$ cat src/rtl/sdram_arbiter_if.sv
// sdram_arbiter_if: bundles the engine-side handshakes and the SDRAM pad bus
// that the arbiter multiplexes.
//
// Handshake semantics (req/enable): an engine raises *_req while it has work
// and keeps it high until it is done. The arbiter answers with *_enable, which
// stays high for the whole tenure. An engine may only drive a command that
// will reach the pads while its enable is high. It releases the bus by
// showing *_idle=1 with *_req=0. The arbiter then drops enable on the next
// edge. auto_refresh asks the current owner to park. The owner signals that
// it is safe to refresh with *_wait_for_refresh=1 together with *_idle=1.
//
// Modports:
//   slave  - arbiter view: engine signals in, grants/pad bus/flags out
//   master - engine/pad side view: the reverse
interface sdram_arbiter_if;
  logic        wr_req;
  logic        rd_req;
  logic        wr_idle;
  logic        rd_idle;
  logic        wr_wait_for_refresh;
  logic        rd_wait_for_refresh;
  logic        wr_enable;
  logic        rd_enable;
  logic        auto_refresh;
  logic [2:0]  wr_command;
  logic [2:0]  rd_command;
  logic [11:0] wr_address;
  logic [11:0] rd_address;
  logic [1:0]  wr_bank;
  logic [1:0]  rd_bank;
  logic [15:0] wr_data;
  logic [1:0]  wr_mask;
  logic [2:0]  sd_command;
  logic [11:0] sd_address;
  logic [1:0]  sd_bank;
  logic [15:0] sd_data;
  logic [1:0]  sd_mask;
  logic        refresh_overrun;

  modport slave (
    input  wr_req, rd_req, wr_idle, rd_idle,
    input  wr_wait_for_refresh, rd_wait_for_refresh,
    input  wr_command, rd_command, wr_address, rd_address,
    input  wr_bank, rd_bank, wr_data, wr_mask,
    output wr_enable, rd_enable, auto_refresh,
    output sd_command, sd_address, sd_bank, sd_data, sd_mask,
    output refresh_overrun
  );

  modport master (
    output wr_req, rd_req, wr_idle, rd_idle,
    output wr_wait_for_refresh, rd_wait_for_refresh,
    output wr_command, rd_command, wr_address, rd_address,
    output wr_bank, rd_bank, wr_data, wr_mask,
    input  wr_enable, rd_enable, auto_refresh,
    input  sd_command, sd_address, sd_bank, sd_data, sd_mask,
    input  refresh_overrun
  );
endinterface

$ cat src/rtl/sdram_arbiter.sv
// sdram_arbiter: owns the single SDRAM command/address/data bus and shares it
// between the write engine and the read engine. It also schedules the
// periodic AUTO REFRESH command.
//
// Ports:
//   clk        - system clock
//   rst        - synchronous reset, active-low
//   bus        - sdram_arbiter_if.slave: engine req/idle/wait_for_refresh and
//                command inputs, wr/rd_enable grants, auto_refresh,
//                sd_* pad bus, sticky refresh_overrun flag
//   dbg_state  - current FSM state (0 IDLE, 1 GRANT_WR, 2 GRANT_RD,
//                3 REF_CMD, 4 REF_WAIT)
//
// All outputs are registered. sd_* carry the owner's inputs with exactly one
// cycle of latency. Outside a grant the bus shows NOP with all fields zero.
`ifndef SDRAM_CMD_NOP
`define SDRAM_CMD_NOP 3'b111
`endif
`ifndef SDRAM_CMD_AR
`define SDRAM_CMD_AR 3'b001
`endif

module sdram_arbiter #(
  parameter int REFRESH_INTERVAL = 1560,
  parameter int T_RFC            = 7
) (
  input  logic             clk,
  input  logic             rst,
  sdram_arbiter_if.slave   bus,
  output logic [2:0]       dbg_state
);

  typedef enum logic [2:0] {
    IDLE     = 3'd0,
    GRANT_WR = 3'd1,
    GRANT_RD = 3'd2,
    REF_CMD  = 3'd3,
    REF_WAIT = 3'd4
  } state_t;

  localparam int TW = $clog2(REFRESH_INTERVAL);
  localparam int DW = (T_RFC > 1) ? $clog2(T_RFC) : 1;
  localparam logic [TW-1:0] TIMER_RELOAD = TW'(REFRESH_INTERVAL - 1);
  // The delay counts T_RFC-1 down to 0, which gives exactly T_RFC NOP cycles
  // in REF_WAIT.
  localparam logic [DW-1:0] DELAY_LOAD = DW'(T_RFC - 1);

  state_t      state;
  logic        last_grant_rd;  // 1: the read engine held the bus last
  logic        regrant_ok;     // the refresh interrupted a grant, so resume it
  logic [TW-1:0] timer;
  logic [DW-1:0] delay;
  logic        pending;
  logic        overrun;
  logic        wr_en_q;
  logic        rd_en_q;
  logic [2:0]  cmd_q;
  logic [11:0] addr_q;
  logic [1:0]  bank_q;
  logic [15:0] data_q;
  logic [1:0]  mask_q;

  logic timer_hit;
  assign timer_hit = (timer == '0);

  always_ff @(posedge clk) begin
    if (!rst) begin
      state         <= IDLE;
      last_grant_rd <= 1'b1;
      regrant_ok    <= 1'b0;
      timer         <= TIMER_RELOAD;
      delay         <= '0;
      pending       <= 1'b0;
      overrun       <= 1'b0;
      wr_en_q       <= 1'b0;
      rd_en_q       <= 1'b0;
      cmd_q         <= `SDRAM_CMD_NOP;
      addr_q        <= '0;
      bank_q        <= '0;
      data_q        <= '0;
      mask_q        <= '0;
    end else begin
      // Refresh timer. A new expiry always sets pending, even on the cycle
      // REF_CMD retires the previous request. An expiry while a request is
      // still waiting is an overrun; it never queues a second refresh.
      if (timer_hit) begin
        timer   <= TIMER_RELOAD;
        pending <= 1'b1;
        if (pending && (state != REF_CMD)) overrun <= 1'b1;
      end else begin
        timer <= timer - TW'(1);
        if (state == REF_CMD) pending <= 1'b0;
      end

      // Bus defaults: idle NOP, no grant. The branches below override them.
      wr_en_q <= 1'b0;
      rd_en_q <= 1'b0;
      cmd_q   <= `SDRAM_CMD_NOP;
      addr_q  <= '0;
      bank_q  <= '0;
      data_q  <= '0;
      mask_q  <= '0;

      case (state)
        IDLE: begin
          if (pending) begin
            state      <= REF_CMD;
            cmd_q      <= `SDRAM_CMD_AR;
            regrant_ok <= 1'b0;
          end else if (bus.wr_req && (!bus.rd_req || last_grant_rd)) begin
            state <= GRANT_WR;
          end else if (bus.rd_req) begin
            state <= GRANT_RD;
          end
        end

        GRANT_WR: begin
          if (pending && bus.wr_wait_for_refresh && bus.wr_idle) begin
            state         <= REF_CMD;
            cmd_q         <= `SDRAM_CMD_AR;
            last_grant_rd <= 1'b0;
            regrant_ok    <= 1'b1;
          end else if (bus.wr_idle && !bus.wr_req) begin
            state         <= IDLE;
            last_grant_rd <= 1'b0;
          end else begin
            wr_en_q <= 1'b1;
            cmd_q   <= bus.wr_command;
            addr_q  <= bus.wr_address;
            bank_q  <= bus.wr_bank;
            data_q  <= bus.wr_data;
            mask_q  <= bus.wr_mask;
          end
        end

        GRANT_RD: begin
          if (pending && bus.rd_wait_for_refresh && bus.rd_idle) begin
            state         <= REF_CMD;
            cmd_q         <= `SDRAM_CMD_AR;
            last_grant_rd <= 1'b1;
            regrant_ok    <= 1'b1;
          end else if (bus.rd_idle && !bus.rd_req) begin
            state         <= IDLE;
            last_grant_rd <= 1'b1;
          end else begin
            rd_en_q <= 1'b1;
            cmd_q   <= bus.rd_command;
            addr_q  <= bus.rd_address;
            bank_q  <= bus.rd_bank;
          end
        end

        REF_CMD: begin
          state <= REF_WAIT;
          delay <= DELAY_LOAD;
        end

        REF_WAIT: begin
          if (delay != '0) begin
            delay <= delay - DW'(1);
          end else if (regrant_ok && last_grant_rd && bus.rd_req) begin
            state <= GRANT_RD;
          end else if (regrant_ok && !last_grant_rd && bus.wr_req) begin
            state <= GRANT_WR;
          end else begin
            state <= IDLE;
          end
        end

        default: state <= IDLE;
      endcase
    end
  end

  assign bus.wr_enable       = wr_en_q;
  assign bus.rd_enable       = rd_en_q;
  assign bus.auto_refresh    = pending;
  assign bus.refresh_overrun = overrun;
  assign bus.sd_command      = cmd_q;
  assign bus.sd_address      = addr_q;
  assign bus.sd_bank         = bank_q;
  assign bus.sd_data         = data_q;
  assign bus.sd_mask         = mask_q;
  assign dbg_state           = state;

endmodule

$ cat src/flat_wrapper.sv
// flat-port wrapper written by rule: the top's interface ports become plain ports
module sdram_arbiter_flat 
#(
  parameter int REFRESH_INTERVAL = 1560,
  parameter int T_RFC            = 7
)
  (clk, rst, dbg_state, bus_wr_req, bus_rd_req, bus_wr_idle, bus_rd_idle, bus_wr_wait_for_refresh, bus_rd_wait_for_refresh, bus_wr_command, bus_rd_command, bus_wr_address, bus_rd_address, bus_wr_bank, bus_rd_bank, bus_wr_data, bus_wr_mask, bus_wr_enable, bus_rd_enable, bus_auto_refresh, bus_sd_command, bus_sd_address, bus_sd_bank, bus_sd_data, bus_sd_mask, bus_refresh_overrun);
  sdram_arbiter_if bus_i ();
  input  logic clk;
  input  logic rst;
  output logic [2:0] dbg_state;
  input wire logic [$bits(bus_i.wr_req)-1:0] bus_wr_req;
  input wire logic [$bits(bus_i.rd_req)-1:0] bus_rd_req;
  input wire logic [$bits(bus_i.wr_idle)-1:0] bus_wr_idle;
  input wire logic [$bits(bus_i.rd_idle)-1:0] bus_rd_idle;
  input wire logic [$bits(bus_i.wr_wait_for_refresh)-1:0] bus_wr_wait_for_refresh;
  input wire logic [$bits(bus_i.rd_wait_for_refresh)-1:0] bus_rd_wait_for_refresh;
  input wire logic [$bits(bus_i.wr_command)-1:0] bus_wr_command;
  input wire logic [$bits(bus_i.rd_command)-1:0] bus_rd_command;
  input wire logic [$bits(bus_i.wr_address)-1:0] bus_wr_address;
  input wire logic [$bits(bus_i.rd_address)-1:0] bus_rd_address;
  input wire logic [$bits(bus_i.wr_bank)-1:0] bus_wr_bank;
  input wire logic [$bits(bus_i.rd_bank)-1:0] bus_rd_bank;
  input wire logic [$bits(bus_i.wr_data)-1:0] bus_wr_data;
  input wire logic [$bits(bus_i.wr_mask)-1:0] bus_wr_mask;
  output wire logic [$bits(bus_i.wr_enable)-1:0] bus_wr_enable;
  output wire logic [$bits(bus_i.rd_enable)-1:0] bus_rd_enable;
  output wire logic [$bits(bus_i.auto_refresh)-1:0] bus_auto_refresh;
  output wire logic [$bits(bus_i.sd_command)-1:0] bus_sd_command;
  output wire logic [$bits(bus_i.sd_address)-1:0] bus_sd_address;
  output wire logic [$bits(bus_i.sd_bank)-1:0] bus_sd_bank;
  output wire logic [$bits(bus_i.sd_data)-1:0] bus_sd_data;
  output wire logic [$bits(bus_i.sd_mask)-1:0] bus_sd_mask;
  output wire logic [$bits(bus_i.refresh_overrun)-1:0] bus_refresh_overrun;
  assign bus_i.wr_req = bus_wr_req;
  assign bus_i.rd_req = bus_rd_req;
  assign bus_i.wr_idle = bus_wr_idle;
  assign bus_i.rd_idle = bus_rd_idle;
  assign bus_i.wr_wait_for_refresh = bus_wr_wait_for_refresh;
  assign bus_i.rd_wait_for_refresh = bus_rd_wait_for_refresh;
  assign bus_i.wr_command = bus_wr_command;
  assign bus_i.rd_command = bus_rd_command;
  assign bus_i.wr_address = bus_wr_address;
  assign bus_i.rd_address = bus_rd_address;
  assign bus_i.wr_bank = bus_wr_bank;
  assign bus_i.rd_bank = bus_rd_bank;
  assign bus_i.wr_data = bus_wr_data;
  assign bus_i.wr_mask = bus_wr_mask;
  assign bus_wr_enable = bus_i.wr_enable;
  assign bus_rd_enable = bus_i.rd_enable;
  assign bus_auto_refresh = bus_i.auto_refresh;
  assign bus_sd_command = bus_i.sd_command;
  assign bus_sd_address = bus_i.sd_address;
  assign bus_sd_bank = bus_i.sd_bank;
  assign bus_sd_data = bus_i.sd_data;
  assign bus_sd_mask = bus_i.sd_mask;
  assign bus_refresh_overrun = bus_i.refresh_overrun;
  sdram_arbiter #(.REFRESH_INTERVAL(REFRESH_INTERVAL), .T_RFC(T_RFC)) u_core (.clk(clk), .rst(rst), .bus(bus_i), .dbg_state(dbg_state));
endmodule
$ cat config.mk
export PLATFORM = sky130hd
export DESIGN_NAME = sdram_arbiter_flat
export DESIGN_NICKNAME = d
export VERILOG_FILES = /design/src/rtl/sdram_arbiter_if.sv /design/src/rtl/sdram_arbiter.sv /design/src/flat_wrapper.sv
export SDC_FILE = /design/constraint.sdc
export NUM_CORES = 1
export LEC_CHECK = 0
export ABC_AREA = 1
export ABC_CLOCK_PERIOD_IN_PS = 3050
export BUFFER_PORTS_ARGS = -buffer_cell sky130_fd_sc_hd__buf_2
export CORE_MARGIN = 8
export CORE_UTILIZATION = 51
export DETAILED_ROUTE_END_ITERATION = 12
export GPL_TIMING_DRIVEN = 1
export HOLD_SLACK_MARGIN = 0.03
export PLACE_DENSITY = 0.86
export SKIP_CTS_REPAIR_TIMING = 1
export SYNTH_ARGS = -nofsm -noshare
export SYNTH_HDL_FRONTEND = slang
export SYNTH_SLANG_ARGS = --single-unit
$ cat constraint.sdc
create_clock -name clk -period 3.05 [get_ports clk]
set_clock_uncertainty 0.2 [all_clocks]
set_input_delay 0.1525 -clock clk [delete_from_list [all_inputs] [get_ports clk]]
set_output_delay 0.1525 -clock clk [all_outputs]
set_load 0.03 [all_outputs]
-- Word-level counts from Yosys, hierarchy flattened
Index checks and enable logic that the tools add are counted.
- register bits: 58
- input bits: 60
- add/sub/neg operators: 2
- equal/unequal tests: 13
- muxes and demuxes: 42
- bitwise gates (word level): 3
- reductions and logical operators: 32
- operators with widths (cell ; count):
    12-bit 2-to-1 mux ; 4
    3-bit 2-to-1 mux ; 15
    12-bit case mux with 2 select lines ; 1
    3-bit case mux with 5 select lines ; 1
    1-bit logical AND ; 12
    1-bit 2-to-1 mux ; 12
    11-bit logical NOT ; 1
    11-bit by 1-bit subtractor with 11-bit output, second input constant ; 1
    3-bit case mux with 3 select lines ; 1
    2-bit 2-to-1 mux ; 4
    2-bit by 1-bit inequality test with 1-bit output, second input constant ; 4
    4-bit AND reduction ; 2
    3-bit by 2-bit equality test with 1-bit output, second input constant ; 2
    3-bit by 1-bit inequality test with 1-bit output, second input constant ; 2
    3-bit case mux with 2 select lines ; 1
    2-bit nonzero test ; 3
    3-bit nonzero test ; 2
    3-bit OR reduction ; 2
    4-bit by 2-bit inequality test with 1-bit output, second input constant ; 1
    2-bit case mux with 2 select lines ; 1
    2-bit AND reduction ; 2
    4-bit OR reduction ; 1
    3-bit by 1-bit equality test with 1-bit output, second input constant ; 1
    3-bit equality test, second input constant ; 1
    11 further kinds ; 15

-- Depth between registers and ports, before layout
Gate-level depths: netlist (run 1).
- depth in word-level cells: 7
- depth in mapped cells: 8
- mapped depth without buffers: 8

-- Worst setup path before layout (run 1)
OpenSTA, ideal clock, no wires.
- path type: reg2reg
- from: register u_core.state[0], in the netlist u_core.dbg_state[0]
- to: register u_core.addr_q[3], in the netlist u_core.bus.sd_address[3]
- arrival time: 1.385 ns
- required time: 2.722 ns
- slack: 1.338 ns
- cell stages (with the launch flop): 9
- buffers on the path: 1
- clock period less this slack: 1.712 ns
- cells stage by stage: dfxtp_1 inv_1 nand2_2 nor2_4 nand3_4 clkinv_2 buf_12 a22oi_2 nor2_1
- cells in the longest elaborated chain, start to end: 2
- elaborated cells between the ends (all ways): 3
- ends and longest elaborated chain (element ; line ; text):
    from (decl) ; sdram_arbiter.sv:48 ; state_t state;
    from (signal assigned) ; sdram_arbiter.sv:68 ; state <= IDLE;
    from (signal assigned) ; sdram_arbiter.sv:107 ; state <= REF_CMD;
    from (signal assigned) ; sdram_arbiter.sv:111 ; state <= GRANT_WR;
    3-bit by 2-bit equality test with 1-bit output or 3-bit by 1-bit equality test with 1-bit output (tied branches) ; sdram_arbiter.sv:104 ; case (state)
    12-bit case mux with 2 select lines (*) ; sdram_arbiter.sv:104 ;
    to (signal assigned) ; sdram_arbiter.sv:129 ; addr_q <= bus.wr_address;
    to (signal assigned) ; sdram_arbiter.sv:148 ; addr_q <= bus.rd_address;
    to (decl) ; sdram_arbiter.sv:58 ; logic [11:0] addr_q;
Every way passes the cells marked *; elsewhere a longest branch is shown, timed or not.
A chain may end at the register's enable or synchronous reset.

-- Worst setup path after layout (run 1)
- from: register u_core.state[0], in the netlist u_core.dbg_state[0]
- to: register u_core.addr_q[11], in the netlist u_core.bus.sd_address[11]
Same word-level chain as after synthesis.

==> results.json, run 1 <==
{
  "status": "completed",
  "ctsLongestPathBuffers": 2,
  "pin_count": 102,
  "critPathBufInv": 3,
  "place_hpwl_um": 4600,
  "cp_top_family": "buffers and inverters",
  "hold_class": "in -> reg",
  "pwr-share-comb": 0.299,
  "areaGrowthSynthToFinish_pct": 51.6,
  "drive_gt1_frac": 0.336,
  "setup_ws_ns": 0.604,
  "numCtsBuffers": 9,
  "seqPwrFrac": 0.407,
  "power.leakage_nw": 1.79,
  "max_cap_viol_count": 0,
  "worstMarginPinSlew_ns": 0.508,
  "p_switching_uw": 741,
  "cts-root-buf": "clkbuf_8",
  "grt_pass1_vias": 2232,
  "fp.dieW_um": 84.4,
  "cpMaxStageDelayCell": "dlygate4sd3_1",
  "pwr_density_cell_mw_per_mm2": 589,
  "swShare": 0.347,
  "avgSynthCellArea_um2": 8.23,
  "worstPathArrival_ns": 2.47,
  "nFillCells": 290,
  "power.share.clock": 0.294,
  "fin_setup_tns_ns": 0,
  "p_int_mw": 1.39,
  "criticalPathCategory": "reg -> reg",
  "clkLatencyLatePin_ns": 0.34,
  "peakVddDrop_v": 0.000350,
  "antenna_found_initial": 0,
  "viasPerCell": 5.15,
  "synthesis.area_mm2": 0.00239,
  "hold_viol": 0,
  "slew_violations": 0,
  "start_util": 0.516,
  "drtPass1Iterations": 5,
  "period_minus_slack_ns": 2.45,
  "gp_congestion": 0.889,
  "placedCellCount": 441,
  "grt_pass1_wl_um": 9880,
  "die_area_mm2": 0.00713,
  "fmax_ghz": 0.409,
  "worstPathRequired_ns": 3.08,
  "synth.net_count": 353,
  "portBuffers": 101,
  "start_kind": "register",
  "rsz0062_at_grt": "false",
  "yosysUniqueCellTypes": 26,
  "layout.cells.non_filler": 510,
  "die_y_um": 84.4,
  "grt_util_all_layers": 0.171,
  "drt_wl_total_um": 8360,
  "relSlewSlack": 0.659,
  "rows": 25,
  "vias": 2624,
  "worst_path_largest_cell_delay_ns": 0.64,
  "drt_iter0_markers": 163,
  "placed_area_mm2": 0.00292,
  "timing.final.crit_share": 0.802,
  "cts_sinks": 58,
  "antenna_left": 0,
  "htree_num_levels": 3,
  "clk_pin_slew_ns": 0.07,
  "multiInputGateArea_um2": 981,
  "synthCells": 290,
  "grt_max_degree": 19,
  "synth_warnings": 0,
  "overflow": 0,
  "drc": 0,
  "n_antenna_cell": 0,
  "critPathMaxFanout": 14,
  "avgRoutedWirePerCell_um": 16.4,
  "cts_tree": "done",
  "synth_seq_area_share": 0.486,
  "fin_nets": 514,
  "crit_chain": "inv_1 > nand2_2 > nor2_4 > nand3_4 > clkinv_2 > a22oi_1 > dlygate4sd3_1 > nor2_1",
  "end_kind": "register",
  "final_area_mm2": 0.00362,
  "finalSetupViolCount": 0,
  "core_mm2": 0.00463,
  "pre_cts_ws_ns": 1.37,
  "synth-seq-cells": 58,
  "seq_area_mm2": 0.00116
}
final timing paths:
| path | startpoint | end | slack [ns] | cells after the start |
|---|---|---|---|---|
| max | u_core.dbg_state[0] | u_core.bus.sd_address[11] | 0.60 | 8 |
| min reg2reg | u_core.timer[0] | u_core.timer[0] | 0.23 | 1 |
| min | bus_wr_idle | u_core.bus.wr_enable | 0.02 | 4 |
| max reg2reg | u_core.dbg_state[0] | u_core.bus.sd_address[11] | 0.60 | 8 |
cell usage after synthesis (all sizes together):
library cell / number / area [µm²]
nand3: 22 / 135
nor3: 3 / 15.0
o21ai: 12 / 60.1
xor2: 3 / 26.3
a22oi: 14 / 155
a21oi: 11 / 55.1
buf: 3 / 42.5
clkbuf: 2 / 7.51
inv: 49 / 186
nand3b: 1 / 7.51
clkinv: 2 / 8.75
nor2: 62 / 300
nand4: 3 / 18.8
ha: 3 / 37.5
dfxtp: 58 / 1160
nand2: 40 / 158
or2: 2 / 12.5
power by group through the flow:
stage / sequential [mW] / clock [mW] / combinational [mW]
after global placement: 0.875 / 0 / 0.494
final: 0.868 / 0.627 / 0.637
after detailed placement: 0.876 / 0 / 0.503
after CTS: 0.860 / 0.620 / 0.507
after global routing: 0.872 / 0.678 / 0.685
after floorplan: 0.983 / 0 / 0.265
cells by family after synthesis:
group           after synthesis  synth area share
buf+inv                      56             0.103
compound gates               37             0.113
simple gates                133             0.271
fa+ha+maj                     3            0.0157
flops                        58             0.486
xor+xnor                      3            0.0110
placed cells by master, fill, tap and decap left out:
cell type / count
clkinv_1: 1
ha_1: 3
nor2_2: 9
buf_4: 1
clkinv_2: 4
or2_2: 2
xor2_1: 3
clkinvlp_4: 2
a22oi_2: 10
nor2_4: 6
dlygate4sd3_1: 53
nand2_1: 37
clkbuf_1: 1
nor3_1: 3
a21oi_1: 11
o21ai_0: 12
inv_2: 2
nand3_4: 2
nand3b_1: 1
dfxtp_1: 58
nand2_2: 3
nand3_1: 20
buf_2: 101
clkbuf_8: 10
nor2_1: 47
inv_4: 1
nand4_1: 3
a22oi_1: 4
inv_1: 46
metrics by stage:
stage | hold WS, ns | power, mW | utilization
2_1_floorplan | 0.0367 | 1.25 | -
3_3_place_gp | 0.165 | 1.37 | 0.630
3_5_place_dp | 0.177 | 1.38 | 0.630
4_1_cts | -0.178 | 1.99 | 0.667
5_1_grt | 0.0541 | 2.24 | 0.782
6_report | 0.0218 | 2.13 | 0.782
routing by layer:
| metal | GRT usage | share of wire | vias to the layer above |
|---|---|---|---|
| li1 | - | - | 1238 |
| met1 | 0.176 | 0.36 | 1200 |
| met2 | 0.285 | 0.52 | 143 |
| met3 | 0.0732 | 0.063 | 43 |
| met4 | 0.0971 | 0.065 | 0 |
| met5 | 0 | 0 | - |
area by class of cell:
cell class | count | area share
multi-input cells | 176 | 0.271
clock inverters | 5 | 0.00830
repair buffers | 155 | 0.288
well taps | 54 | 0.0187
flip-flops and latches | 58 | 0.321
clock buffers | 11 | 0.0391
inverters | 51 | 0.0539
worst register-to-register path: stages (launching register included):
cell,delay (ns)
dfxtp_1,0.48
inv_1,0.11
nand2_2,0.09
nor2_4,0.06
nand3_4,0.11
clkinv_2,0.26
a22oi_1,0.34
dlygate4sd3_1,0.64
nor2_1,0.05
flip-flops by register name (all words and copies together), names as in the netlist:
signal,flops
u_core.bus.sd_data,16
u_core.bus.sd_address,12
u_core.timer,11
u_core.bus.sd_command,3
u_core.dbg_state,3
u_core.delay,3
u_core.bus.sd_bank,2
u_core.bus.sd_mask,2
u_core.bus.auto_refresh,1
u_core.bus.rd_enable,1
u_core.bus.refresh_overrun,1
u_core.bus.wr_enable,1
u_core.last_grant_rd,1
u_core.regrant_ok,1
Power figures use the tool's default switching activity.
==> inputs of run 2 (changes only) <==
ABC_AREA = 0   (was 1)
ABC_CLOCK_PERIOD_IN_PS = 1950   (was 3050)
CORE_UTILIZATION = 41   (was 51)
PLACE_DENSITY = 0.75   (was 0.86)
clock period = 1.95 ns   (was 3.05 ns; I/O delays follow)
==> results.json, run 2 <==
{
  "ys_async_sr_fraction": 0,
  "largest_reg_flops": 16,
  "grt_max_degree": 36,
  "relSlewSlack": 0.682,
  "synth_flop_cell": "dfxtp_1",
  "antenna_left": 0,
  "cts-root-buf": "clkbuf_8",
  "synthCells": 235,
  "worstPathRequired_ns": 2.02,
  "antenna_found_initial": 0,
  "numCtsBuffers": 9,
  "layout.cells.non_filler": 469,
  "hold_class": "in -> reg",
  "synth_seq_area_share": 0.523,
  "htree_num_levels": 3,
  "status": "completed",
  "fmax_ghz": 0.560,
  "areaGrowthSynthToFinish_pct": 61.4,
  "drt_iter0_markers": 95,
  "yosys-top-cells-area": "dfxtp_1, and3_1, nor2_1",
  "cts_sinks": 58,
  "synth.net_count": 298,
  "worstMarginPinSlew_ns": 0.478,
  "drt_wl_total_um": 6670,
  "peakVddDrop_v": 0.000693,
  "timing.final.crit_share": 0.916,
  "synthesis.area_mm2": 0.00222,
  "drive_gt1_frac": 0.338,
  "worstPathArrival_ns": 1.85,
  "avgRoutedWirePerCell_um": 14.2,
  "synth-seq-cells": 58,
  "clk_pin_slew_ns": 0.07,
  "start_kind": "register",
  "avgSynthCellArea_um2": 9.44,
  "criticalPathCategory": "reg -> reg",
  "power.leakage_nw": 1.70,
  "grt_pass1_vias": 2009,
  "finalSetupViolCount": 0,
  "pin_count": 102,
  "clkLatencyLatePin_ns": 0.32,
  "final_cell_mix": "buf_2, dfxtp_1, dlygate4sd3_1",
  "overflow": 0,
  "synth_top_area_frac": 0.523,
  "met1_usage": 0.159,
  "fp.dieW_um": 89.6,
  "place_hpwl_um": 4270,
  "viasPerCell": 4.93,
  "gp_congestion": 0.854,
  "fin_nets": 457,
  "portBuffers": 101,
  "vias": 2311,
  "synth_top_area_cell": "dfxtp_1",
  "met2_usage": 0.221,
  "synthTopCellsByCount": "dfxtp_1, nor2_1, and3_1",
  "pwr_density_cell_mw_per_mm2": 882,
  "drc": 0,
  "grt_pass1_wl_um": 8810,
  "seq_area_mm2": 0.00116,
  "die_y_um": 89.6,
  "die_area_mm2": 0.00802,
  "multiInputGateArea_um2": 990,
  "rows": 26,
  "ctsLongestPathBuffers": 2,
  "placedCellCount": 403,
  "met3_usage": 0.0772,
  "synth_warnings": 0,
  "core_mm2": 0.00517,
  "nFillCells": 399,
  "post-synth-top-count-cell": "dfxtp_1",
  "slew_violations": 0,
  "grt_util_all_layers": 0.141,
  "end_kind": "register",
  "critPathMaxFanout": 5,
  "yosysUniqueCellTypes": 39,
  "n_antenna_cell": 0,
  "rsz0062_at_grt": "false",
  "synth_edf_count": 0,
  "top_usage_layer": "met2",
  "drtPass1Iterations": 4,
  "cts_tree": "done",
  "fin_setup_tns_ns": 0,
  "max_cap_viol_count": 0,
  "start_util": 0.429,
  "mostFrequentLayoutCell": "buf_2",
  "period_minus_slack_ns": 1.79,
  "hold_viol": 0
}
run 2: cell types whose count changed after synthesis, moves of 7 or more:
cell / delta
nand3_1: -14
a21oi_1: -7
and3_1: +21
nand2_1: -24
a22oi_1: +10
inv_1: -41
a22oi_2: -10
nor2_2: -9
nor2_1: -17
clkbuf_1: +7
run 2: report_power, final:
group	switching, mW	total (mW)	leakage, nW	internal (mW)
registers	0.0435	1.29	0.470	1.25
clock network	0.446	1.24	0.117	0.790
logic	0.346	0.630	1.12	0.284
run 2: final timing paths:
path | from | to | slack [ns] | cells past startpoint
hold reg to reg | u_core.timer[0] | u_core.timer[0] | 0.22 | 1
hold / removal | rst | u_core.timer[10] | 0.01 | 2
setup reg to reg | u_core.timer[4] | u_core.timer[0] | 0.16 | 5
setup / recovery | u_core.timer[4] | u_core.timer[0] | 0.16 | 5
run 2: layout make-up:
cell class                      count  area share
Timing Repair Buffer              161       0.305
Sequential cell                    58       0.325
Tap cell                           70      0.0245
Multi-Input combinational cell    159       0.276
Inverter                            5     0.00524
Clock buffer                       12      0.0433
Clock inverter                      4      0.0206
run 2: logic make-up after synthesis:
group,share of synthesized area
buffers and inverters,0.0327
adders and majority gates,0.0169
AOI/OAI and AO/OA,0.140
xor gates and xnor gates,0.0316
muxes,0.00508
DFF,0.523
and+or+nand+nor,0.250
run 2: worst max-delay path, stage by stage, from the launching register on:
cell and delay, ns:
dfxtp_1 0.33, nor4_2 0.30, nand2_1 0.12, or4_4 0.53
and2_4 0.20, nand2_1 0.06
run 2: through the flow:
stage	worst slack [ns]	power, mW	hold slack (ns)	cell area (µm²)	util
final	0.164	3.16	0.0104	3580	0.692
after detailed placement	0.122	1.86	0.132	2850	0.551
after CTS	0.0974	3.11	-0.213	3080	0.595
after floorplan	0.0977	1.67	0.0458	2220	-
after global routing	0.0122	3.33	0.0533	3580	0.692
after global placement	0.153	1.85	0.129	2850	0.551
run 2: routing by layer:
metal  wire, µm  vias to the layer above
li1           -                     1139
met3        790                       10
met4         91                        0
met2       3100                      107
met5          0                        -
met1       2690                     1055
==> inputs of run 3 (changes only) <==
SETUP_SLACK_MARGIN = 0.2   (was default)
SKIP_CTS_REPAIR_TIMING = default   (was 1)
==> results.json, run 3 (synthesis gave the netlist of run 2 again) <==
{
  "finalSetupViolCount": 0,
  "grt_util_all_layers": 0.172,
  "max_cap_viol_count": 0,
  "cpMaxStageDelayCell": "or4_4",
  "vias": 2296,
  "fin_setup_tns_ns": 0,
  "start_util": 0.429,
  "period_minus_slack_ns": 1.80,
  "worstMarginPinSlew_ns": 0.405,
  "placed_area_mm2": 0.00282,
  "die_area_mm2": 0.00802,
  "hold_class": "in -> reg",
  "start_kind": "register",
  "cts_sinks": 58,
  "pwr_density_cell_mw_per_mm2": 877,
  "cts-root-buf": "clkbuf_8",
  "pin_count": 102,
  "layout.cells.non_filler": 473,
  "viasPerCell": 4.85,
  "rsz0062_at_grt": "true",
  "pre_cts_ws_ns": 0.155,
  "core_mm2": 0.00517,
  "mostFrequentLayoutCell": "buf_2",
  "drt_iter0_markers": 115,
  "portBuffers": 101,
  "largest_reg_flops": 16,
  "fmax_ghz": 0.555,
  "grt_pass1_wl_um": 10600,
  "peakVddDrop_v": 0.000449,
  "setup_ws_ns": 0.148,
  "clkLatencyLatePin_ns": 0.33,
  "crit_chain": "nor4_4 > nand2_1 > or4_4 > and2_4 > nand2_1",
  "routedLengthMet1_um": 2650,
  "placedCellCount": 400,
  "grt_max_degree": 30,
  "relSlewSlack": 0.730,
  "gp_congestion": 0.798,
  "end_kind": "register",
  "top_layer": "met4",
  "overflow": 0,
  "slew_violations": 0,
  "fin_nets": 460,
  "ctsLongestPathBuffers": 2,
  "cts_tree": "done",
  "critPathBufInv": 0,
  "fp.dieW_um": 89.6,
  "place_hpwl_um": 4310,
  "antenna_left": 0,
  "avgRoutedWirePerCell_um": 15.3,
  "drtPass1Iterations": 4,
  "areaGrowthSynthToFinish_pct": 65.4,
  "dr_wl_met2_um": 3800,
  "fin_hold_ws_ns": 0.0375,
  "drt_wl_total_um": 7250,
  "timing.final.crit_share": 0.924,
  "wl_met3_um": 761,
  "power.leakage_nw": 1.72,
  "grt_pass1_vias": 2348,
  "final_cell_mix": "buf_2, dlygate4sd3_1, dfxtp_1",
  "hold_viol": 0,
  "critPathMaxFanout": 5,
  "final_area_mm2": 0.00367,
  "antenna_found_initial": 0,
  "numCtsBuffers": 9,
  "drive_gt1_frac": 0.378,
  "drc": 0,
  "cp_top_family": "simple AND/OR/NAND/NOR gates",
  "rows": 26,
  "worst_path_largest_cell_delay_ns": 0.54,
  "htree_num_levels": 3,
  "clk_pin_slew_ns": 0.06,
  "die_y_um": 89.6,
  "status": "completed",
  "criticalPathCategory": "reg -> reg",
  "crit_top_cell": "nand2_1",
  "worstPathRequired_ns": 2.02,
  "worstPathArrival_ns": 1.87
}
-- run 3: cell count changes in the layout (fill, tap and decap cells not counted), moves of 2 or more --
cell	before	now
nor3b_2	0	2
dfxtp_1	57	51
dfxtp_2	1	5
nor3b_1	3	1
buf_6	0	2
dfxtp_4	0	2
nor2_1	30	26
nor2_2	0	3
-- run 3: final timing paths --
kind	start	endpoint	slack, ns	cells after the start
max reg2reg	u_core.timer[5]	u_core.timer[0]	0.15	5
min reg2reg	u_core.timer[0]	u_core.timer[0]	0.21	1
max	u_core.timer[5]	u_core.timer[0]	0.15	5
min	bus_wr_command[0]	u_core.bus.sd_command[0]	0.04	4
-- run 3: metal layers --
metal  global-route usage  vias up
li1                     -     1144
met5                    0        -
met4               0.0604        0
met1                0.170     1053
met3               0.0781        6
met2                0.309       93
-- run 3: timing repair --
action                                  CTS  global route
gates resized for setup                   7            14
pin swaps                                 4             5
hold buffers                             51             0
buffers inserted                          0             4
endpoints found under the hold margin    39             0
endpoints found under the setup margin   12            46
cloned                                    0             1
-- run 3: stage by stage --
step | utilization | power [mW]
floorplan | - | 1.67
global placement | 0.545 | 1.84
detailed placement | 0.545 | 1.85
CTS | 0.693 | 3.19
global route | 0.709 | 3.37
finish | 0.709 | 3.22
-- run 3: worst min-delay path, stage by stage --
cell and delay (ns):
buf_2 0.09, o21bai_1 0.12, mux2_2 0.13, o21ai_0 0.07
-- run 3: final cells by class --
class	instances	area, µm²
clock buffer	12	155
antenna	1	2.50
fill	363	1500
clock inverter	4	73.8
inverter	5	18.8
tap	70	87.6
sequential	58	1170
timing repair buffer	164	1110
multi-input combinational	159	1040
-- run 3: power by group --
group          total (mW)  switching, mW  internal [mW]
Sequential           1.31         0.0578           1.25
Combinational       0.645          0.349          0.297
Clock                1.26          0.472          0.790
